[src/rtl/mvau_defn.sv]
// rtl/mvau_defn.sv - shared types and fold constants for the MVAU stream controller
package mvau_defn;

    typedef enum logic {
        WRITE = 1'b0,   // first neuron fold: activations come from the stream
        READ  = 1'b1    // later neuron folds: activations replayed from the buffer
    } state_t;

    // Reference layer geometry; SF/NF defaults of the controller derive from it.
    localparam int MATRIX_W   = 16;
    localparam int MATRIX_H   = 8;
    localparam int SIMD       = 4;
    localparam int PE         = 4;
    localparam int SF_DEF     = MATRIX_W / SIMD;
    localparam int NF_DEF     = MATRIX_H / PE;
    localparam int WMEM_DEPTH = SF_DEF * NF_DEF;

    // Counter/address width for a range of n values, never narrower than 1 bit.
    function automatic int addr_bw(input int n);
        return (n > 1) ? $clog2(n) : 1;
    endfunction

endpackage

[src/rtl/mvau_stream_ctrl_if.sv]
// rtl/mvau_stream_ctrl_if.sv - handshake and memory-control bundle of the MVAU sequencer
// master: the sequencer (drives in_rdy, buffer/weight controls, compute strobes)
// slave : the surrounding stream source, buffers, weight memories and datapath
interface mvau_stream_ctrl_if #(
    parameter int IBUF_ADDR_BW = 2,
    parameter int WMEM_ADDR_BW = 3
);
    logic                    in_v;
    logic                    in_rdy;
    logic                    out_rdy;
    logic                    ibuf_we;
    logic [IBUF_ADDR_BW-1:0] ibuf_waddr;
    logic                    ibuf_re;
    logic [IBUF_ADDR_BW-1:0] ibuf_raddr;
    logic                    wmem_en;
    logic [WMEM_ADDR_BW-1:0] wmem_addr;
    logic                    sel_buf;
    logic                    comp_v;
    logic                    acc_clr;
    logic                    acc_last;

    modport master (
        input  in_v, out_rdy,
        output in_rdy, ibuf_we, ibuf_waddr, ibuf_re, ibuf_raddr,
               wmem_en, wmem_addr, sel_buf, comp_v, acc_clr, acc_last
    );

    modport slave (
        output in_v, out_rdy,
        input  in_rdy, ibuf_we, ibuf_waddr, ibuf_re, ibuf_raddr,
               wmem_en, wmem_addr, sel_buf, comp_v, acc_clr, acc_last
    );
endinterface

[src/rtl/mvau_wrap_counter.sv]
// rtl/mvau_wrap_counter.sv - enable-stepped counter over 0..MAX-1 with wrap flag
// en   : advance by one (wrapping to 0 after MAX-1)
// cnt  : current count
// wrap : count is at MAX-1, so the next enabled step returns to 0
module mvau_wrap_counter #(
    parameter int MAX = 4,
    parameter int BW  = 2
) (
    input  logic          clk,
    input  logic          rst_n,
    input  logic          en,
    output logic [BW-1:0] cnt,
    output logic          wrap
);
    localparam logic [BW-1:0] LAST = BW'(MAX - 1);

    assign wrap = (cnt == LAST);

    always_ff @(posedge clk or negedge rst_n) begin
        if (!rst_n) begin
            cnt <= '0;
        end else if (en) begin
            cnt <= wrap ? '0 : cnt + 1'b1;
        end
    end
endmodule

[src/rtl/mvau_stream_ctrl.sv]
// rtl/mvau_stream_ctrl.sv - stall-aware fold sequencer for the MVAU compute pipeline
// clk, rst_n : clock, asynchronous active-low reset
// bus.in_v/in_rdy    : activation stream handshake (accepted only on the first neuron fold)
// bus.out_rdy        : datapath can take a compute beat
// bus.ibuf_*         : input buffer write (first fold) / read (later folds) at the SF index
// bus.wmem_en/addr   : weight memory read, address steps once per beat
// bus.comp_v/acc_*/sel_buf : registered strobes aligned with synchronous-read data
module mvau_stream_ctrl
    import mvau_defn::*;
#(
    parameter int SF           = SF_DEF,
    parameter int NF           = NF_DEF,
    parameter int WMEM_ADDR_BW = addr_bw(SF * NF),
    parameter int IBUF_ADDR_BW = addr_bw(SF)
) (
    input  logic clk,
    input  logic rst_n,
    mvau_stream_ctrl_if.master bus
);
    localparam int NF_BW = addr_bw(NF);

    state_t                  state;
    logic                    step;
    logic [IBUF_ADDR_BW-1:0] sf_cnt;
    logic                    sf_wrap;
    logic [NF_BW-1:0]        nf_cnt;
    logic                    nf_wrap;
    logic [WMEM_ADDR_BW-1:0] wmem_cnt;
    logic                    wmem_wrap;
    logic                    comp_v_q, acc_clr_q, acc_last_q, sel_buf_q;

    // Stream is only consumed while writing; replay folds depend on out_rdy alone.
    assign step       = (state == WRITE) ? (bus.in_v & bus.out_rdy) : bus.out_rdy;
    assign bus.in_rdy = (state == WRITE) & bus.out_rdy;

    mvau_wrap_counter #(.MAX(SF), .BW(IBUF_ADDR_BW)) u_sf_cnt (
        .clk(clk), .rst_n(rst_n), .en(step), .cnt(sf_cnt), .wrap(sf_wrap)
    );

    mvau_wrap_counter #(.MAX(NF), .BW(NF_BW)) u_nf_cnt (
        .clk(clk), .rst_n(rst_n), .en(step & sf_wrap), .cnt(nf_cnt), .wrap(nf_wrap)
    );

    mvau_wrap_counter #(.MAX(SF * NF), .BW(WMEM_ADDR_BW)) u_wmem_cnt (
        .clk(clk), .rst_n(rst_n), .en(step), .cnt(wmem_cnt), .wrap(wmem_wrap)
    );

    assign bus.ibuf_we    = step & (state == WRITE);
    assign bus.ibuf_waddr = sf_cnt;
    assign bus.ibuf_re    = step & (state == READ);
    assign bus.ibuf_raddr = sf_cnt;
    assign bus.wmem_en    = step;
    assign bus.wmem_addr  = wmem_cnt;

    always_ff @(posedge clk or negedge rst_n) begin
        if (!rst_n) begin
            state      <= WRITE;
            comp_v_q   <= 1'b0;
            acc_clr_q  <= 1'b0;
            acc_last_q <= 1'b0;
            sel_buf_q  <= 1'b0;
        end else begin
            if (step && sf_wrap) begin
                if (nf_wrap) begin
                    state <= WRITE;
                end else if (nf_cnt == '0) begin
                    state <= READ;
                end
            end
            // One-cycle delay matches the synchronous read of buffer and weights.
            comp_v_q   <= step;
            acc_clr_q  <= step & (sf_cnt == '0);
            acc_last_q <= step & sf_wrap;
            sel_buf_q  <= (state == READ);
        end
    end

    // The weight address wraps exactly at the end of the last neuron fold.
    always_ff @(posedge clk) begin
        if (rst_n && step) begin
            assert (wmem_wrap == (sf_wrap && nf_wrap));
        end
    end

    assign bus.comp_v   = comp_v_q;
    assign bus.acc_clr  = acc_clr_q;
    assign bus.acc_last = acc_last_q;
    assign bus.sel_buf  = sel_buf_q;
endmodule

[src/flat_wrapper.sv]
// flat-port wrapper written by rule: the top's interface ports become plain ports
module mvau_stream_ctrl_flat import mvau_defn::*;
#(
    parameter int SF           = SF_DEF,
    parameter int NF           = NF_DEF,
    parameter int WMEM_ADDR_BW = addr_bw(SF * NF),
    parameter int IBUF_ADDR_BW = addr_bw(SF)
)
  (clk, rst_n, bus_in_v, bus_out_rdy, bus_in_rdy, bus_ibuf_we, bus_ibuf_waddr, bus_ibuf_re, bus_ibuf_raddr, bus_wmem_en, bus_wmem_addr, bus_sel_buf, bus_comp_v, bus_acc_clr, bus_acc_last);
  mvau_stream_ctrl_if #(.IBUF_ADDR_BW(IBUF_ADDR_BW), .WMEM_ADDR_BW(WMEM_ADDR_BW)) bus_i ();
  input  logic clk;
  input  logic rst_n;
  input wire logic [$bits(bus_i.in_v)-1:0] bus_in_v;
  input wire logic [$bits(bus_i.out_rdy)-1:0] bus_out_rdy;
  output wire logic [$bits(bus_i.in_rdy)-1:0] bus_in_rdy;
  output wire logic [$bits(bus_i.ibuf_we)-1:0] bus_ibuf_we;
  output wire logic [$bits(bus_i.ibuf_waddr)-1:0] bus_ibuf_waddr;
  output wire logic [$bits(bus_i.ibuf_re)-1:0] bus_ibuf_re;
  output wire logic [$bits(bus_i.ibuf_raddr)-1:0] bus_ibuf_raddr;
  output wire logic [$bits(bus_i.wmem_en)-1:0] bus_wmem_en;
  output wire logic [$bits(bus_i.wmem_addr)-1:0] bus_wmem_addr;
  output wire logic [$bits(bus_i.sel_buf)-1:0] bus_sel_buf;
  output wire logic [$bits(bus_i.comp_v)-1:0] bus_comp_v;
  output wire logic [$bits(bus_i.acc_clr)-1:0] bus_acc_clr;
  output wire logic [$bits(bus_i.acc_last)-1:0] bus_acc_last;
  assign bus_i.in_v = bus_in_v;
  assign bus_i.out_rdy = bus_out_rdy;
  assign bus_in_rdy = bus_i.in_rdy;
  assign bus_ibuf_we = bus_i.ibuf_we;
  assign bus_ibuf_waddr = bus_i.ibuf_waddr;
  assign bus_ibuf_re = bus_i.ibuf_re;
  assign bus_ibuf_raddr = bus_i.ibuf_raddr;
  assign bus_wmem_en = bus_i.wmem_en;
  assign bus_wmem_addr = bus_i.wmem_addr;
  assign bus_sel_buf = bus_i.sel_buf;
  assign bus_comp_v = bus_i.comp_v;
  assign bus_acc_clr = bus_i.acc_clr;
  assign bus_acc_last = bus_i.acc_last;
  mvau_stream_ctrl #(.SF(SF), .NF(NF), .WMEM_ADDR_BW(WMEM_ADDR_BW), .IBUF_ADDR_BW(IBUF_ADDR_BW)) u_core (.clk(clk), .rst_n(rst_n), .bus(bus_i));
endmodule
[config.mk]
export PLATFORM = sky130hd
export DESIGN_NAME = mvau_stream_ctrl_flat
export DESIGN_NICKNAME = d
export VERILOG_FILES = /design/src/rtl/mvau_defn.sv /design/src/rtl/mvau_stream_ctrl_if.sv /design/src/rtl/mvau_wrap_counter.sv /design/src/rtl/mvau_stream_ctrl.sv /design/src/flat_wrapper.sv
export SDC_FILE = /design/constraint.sdc
export NUM_CORES = 1
export LEC_CHECK = 0
export CAP_MARGIN = 20
export CORE_AREA = 2 2 39 41
export CTS_BUF_LIST = sky130_fd_sc_hd__clkbuf_8 sky130_fd_sc_hd__clkbuf_16
export DETAILED_ROUTE_END_ITERATION = 10
export DIE_AREA = 0 0 41 43
export GPL_ROUTABILITY_DRIVEN = 0
export PLACE_DENSITY_LB_ADDON = 0.3
export SLEW_MARGIN = 20
export SYNTH_ARGS = -nofsm -noshare
export SYNTH_HDL_FRONTEND = slang
export SYNTH_HIERARCHICAL = 1
export SYNTH_SLANG_ARGS = --single-unit
[constraint.sdc]
create_clock -name clk -period 2.8 [get_ports clk]
set_clock_uncertainty 0.15 [all_clocks]
set_input_delay 0.56 -clock clk [delete_from_list [all_inputs] [get_ports clk]]
set_output_delay 0.56 -clock clk [all_outputs]
set_load 0.01 [all_outputs]
==> impl_metrics.py <==
metrics = {
    "placed_design": {
        "place_area_um2": 673,
        "io_buffers": 18,
        "place_inst": 68,
    },
    "floorplanning": {
        "rows": 14,
        "ios": 19,
        "start_util_pct": 35.3,
        "die_h_um": 43,
        "die_w_um": 41,
        "die_area_mm2": 0.00176,
        "core-area_mm2": 0.00138,
    },
    "critical_path": {
        "cp_top_family": "buffers and inverters",
        "path_buf_inv": 2,
        "worst_path_most_repeated_cell": "clkdlybuf4s50_1",
        "r2r-end": "u_core/u_wmem_cnt/cnt[0]",
        "critPathMaxStageDelay_ns": 0.55,
        "end_kind": "output port",
        "crit_chain": "clkdlybuf4s50_1 -> nor2b_1 -> and2_1 -> clkdlybuf4s50_1",
        "start_kind": "input port",
        "cp.arrival_ns": 1.94,
        "r2r_cells": 3,
        "slowest_stage": "clkdlybuf4s50_1",
        "critical_path_class": "input port to output port",
        "critPathRequiredTime_ns": 2.09,
        "rrSetupSlack_ns": 1.40,
        "crit_fanout": 6,
        "r2r_start": "u_core/state",
    },
    "cells_and_area": {
        "seq_area_um2": 275,
        "multi_input_area_um2": 183,
        "diodes": 0,
        "areaGrowthSynthToFinish_pct": 47.2,
        "fillers": 138,
        "final_area_um2": 718,
        "nNetsFinal": 64,
        "drive_gt1_share_pct": 14.3,
        "layoutNonFillerInstCount": 72,
    },
    "routing": {
        "dr.pass1.iters": 1,
        "viasPerCell": 4.51,
        "wl_um": 836,
        "vias": 325,
        "drc": 0,
        "wl_per_cell_um": 11.6,
        "initialDrtViolationCount": 0,
        "ant_nets": 0,
    },
    "clock_network": {
        "cts_sinks": 11,
        "cts_tree": "done",
        "numCtsBuffers": 3,
        "post-cts-setup-buffers": 0,
        "path_clk_slew_ns": 0.05,
        "cts-root-buf": "clkbuf_8",
        "clock_latency_ns": 0.23,
        "hold_buffers": 0,
        "h-tree-depth": 1,
        "clk_path_buf_depth": 2,
        "cts-resized-gates": 0,
    },
    "power_and_ir_drop": {
        "p_leak_nw": 0.330,
        "p_total_mw": 0.797,
        "powerDensity_mw_per_mm2": 1110,
        "ir_worst_vdd_mv": 0.371,
    },
    "global_routing": {
        "grt_max_degree": 12,
        "grt_usage_pct": 12.0,
        "grt_pass1_vias": 303,
        "grt_pass1_wl_mm": 1.37,
        "overflow": 0,
        "antenna_found_initial": 0,
    },
    "yosys": {
        "yosys.area_share.xor_xnor_pct": 1.79,
        "synth_top_family_by_area": "simple AND/OR/NAND/NOR gates",
        "syn_inst": 36,
        "synth_compound_area_share_pct": 6.41,
        "avgSynthCellArea_um2": 13.6,
        "ys_ff_latch": 11,
        "synthSimpleGateAreaFrac_pct": 11.8,
        "synthAdderAreaFrac_pct": 7.69,
        "synth_fp_nets": 43,
        "synth_warnings": 6,
        "syn_area_um2": 488,
        "synth.mux.area_fraction_pct": 9.74,
        "seq_area_frac_synth_pct": 56.4,
        "ys_types": 19,
    },
    "hold_path": {
        "worstHoldPathCells": 0,
        "worstHoldEndpoint": "u_core/bus.sel_buf",
        "hp-start": "u_core/state",
        "min_path_type": "flip-flop to flip-flop",
    },
    "sta": {
        "finalCriticalPeriod_ns": 2.65,
        "max_slew_margin_pct": 66.6,
        "finalHoldViolations": 0,
        "setup_tns_ns": 0,
        "rsz0062_at_grt": "no",
        "setup_viol": 0,
        "holdWs_ns": 0.329,
        "timing.fmax_ghz": 0.377,
        "worstMarginPinSlew_ns": 0.499,
        "finalCritPeriodShare_pct": 94.7,
        "slew_violations": 0,
    },
    "job": {
        "max-cap-violations": 0,
    },
    "outcome": {
        "status": "complete, no violations",
    },
}
placed cells by master (no fill, tap or decap):
cell type | synthesis | layout
clkdlybuf4s50_1 | 0 | 18
dfrtp_1 | 11 | 11
clkbuf_8 | 0 | 3
inv_1 | 2 | 3
ha_1 | 3 | 3
and2_1 | 2 | 2
mux2_2 | 2 | 2
o21a_1 | 1 | 1
o211a_1 | 1 | 1
nor3b_2 | 1 | 1
nor2b_1 | 1 | 1
nand4b_1 | 1 | 1
a32oi_1 | 1 | 1
buf_4 | 3 | 1
xor2_1 | 1 | 1
nand2b_1 | 1 | 1
mux2i_1 | 1 | 1
mux2_4 | 1 | 1
nor2_1 | 1 | 1
nand3b_1 | 1 | 1
o21ai_0 | 1 | 1
area by class of cell:
class                      instances  area share, %
clock buffer                       3           5.75
multi-input combinational         20           25.4
inverter                           2           1.05
timing repair buffer              19           26.1
sequential                        11           38.3
clock inverter                     1          0.523
tap                               16           2.79
metal layers:
| metal | track usage, % | share of wire [%] | routed length (µm) |
|---|---|---|---|
| met1 | 18.9 | 47 | 391 |
| met2 | 13.8 | 48 | 402 |
| met3 | 3.14 | 5.1 | 43 |
| met4 | 8.00 | 0 | 0 |
| met5 | 0 | 0 | 0 |
worst register-to-register path: cells and delay by family, from the launching register on:
family	cells	cell delay, ns
buffers and inverters	1	0.18
muxes	1	0.34
AOI/OAI and AO/OA	1	0.20
DFF	1	0.42
how the worst max path moves through the flow:
stage	startpoint	endpoint	depth (start not counted)
after floorplan	bus_out_rdy	bus_ibuf_we	2
after global placement	bus_out_rdy	bus_ibuf_we	4
after detailed placement	bus_out_rdy	bus_ibuf_we	4
after CTS	bus_out_rdy	bus_ibuf_we	4
after global routing	bus_out_rdy	bus_ibuf_we	4
final	bus_out_rdy	bus_ibuf_we	4
power by group:
| part | total, mW | internal (mW) | leakage, nW | switching, mW |
|---|---|---|---|---|
| registers | 0.293 | 0.229 | 0.135 | 0.0635 |
| logic | 0.355 | 0.226 | 0.168 | 0.130 |
| clock network | 0.149 | 0.0957 | 0.0269 | 0.0533 |
| total | 0.797 | 0.550 | 0.330 | 0.246 |
Yosys cell counts:
master     n  area share (%)
mux2_2     2             4.6
nand2b_1   1             1.3
dfrtp_1   11              56
nor2_1     1            0.77
mux2_4     1             3.1
nor3b_2    1             2.6
nor2b_1    1             1.3
and2_1     2             2.6
o211a_1    1             2.1
o21a_1     1             1.5
xor2_1     1             1.8
nand4b_1   1             1.8
o21ai_0    1             1.0
a32oi_1    1             1.8
buf_4      3             4.6
nand3b_1   1             1.5
ha_1       3             7.7
mux2i_1    1             2.1
inv_1      2             1.5
cell families (layout without fill, tap and decap cells):
| kind of cell | count (synthesis) | in the layout |
|---|---|---|
| adders and majority gates | 3 | 3 |
| and+or+nand+nor | 8 | 8 |
| muxes | 4 | 4 |
| buffers and inverters | 5 | 25 |
| DFF | 11 | 11 |
| AOI/OAI and AO/OA | 4 | 4 |
| xor gates and xnor gates | 1 | 1 |
per-stage QoR:
step	utilization (%)	worst slack (ns)
2_1_floorplan	-	1.10
3_3_place_gp	48.6	0.170
3_5_place_dp	48.6	0.141
4_1_cts	51.9	0.141
5_1_grt	51.9	0.0827
6_report	51.9	0.147
registers in the layout, indices dropped and copies added, names as in the netlist:
signal	count
u_core/bus.acc_clr	1
u_core/bus.acc_last	1
u_core/bus.comp_v	1
u_core/bus.sel_buf	1
u_core/state	1
u_core/u_nf_cnt/cnt	1
u_core/u_sf_cnt/cnt	2
u_core/u_wmem_cnt/cnt	3
(Power assumes the default switching activity.)
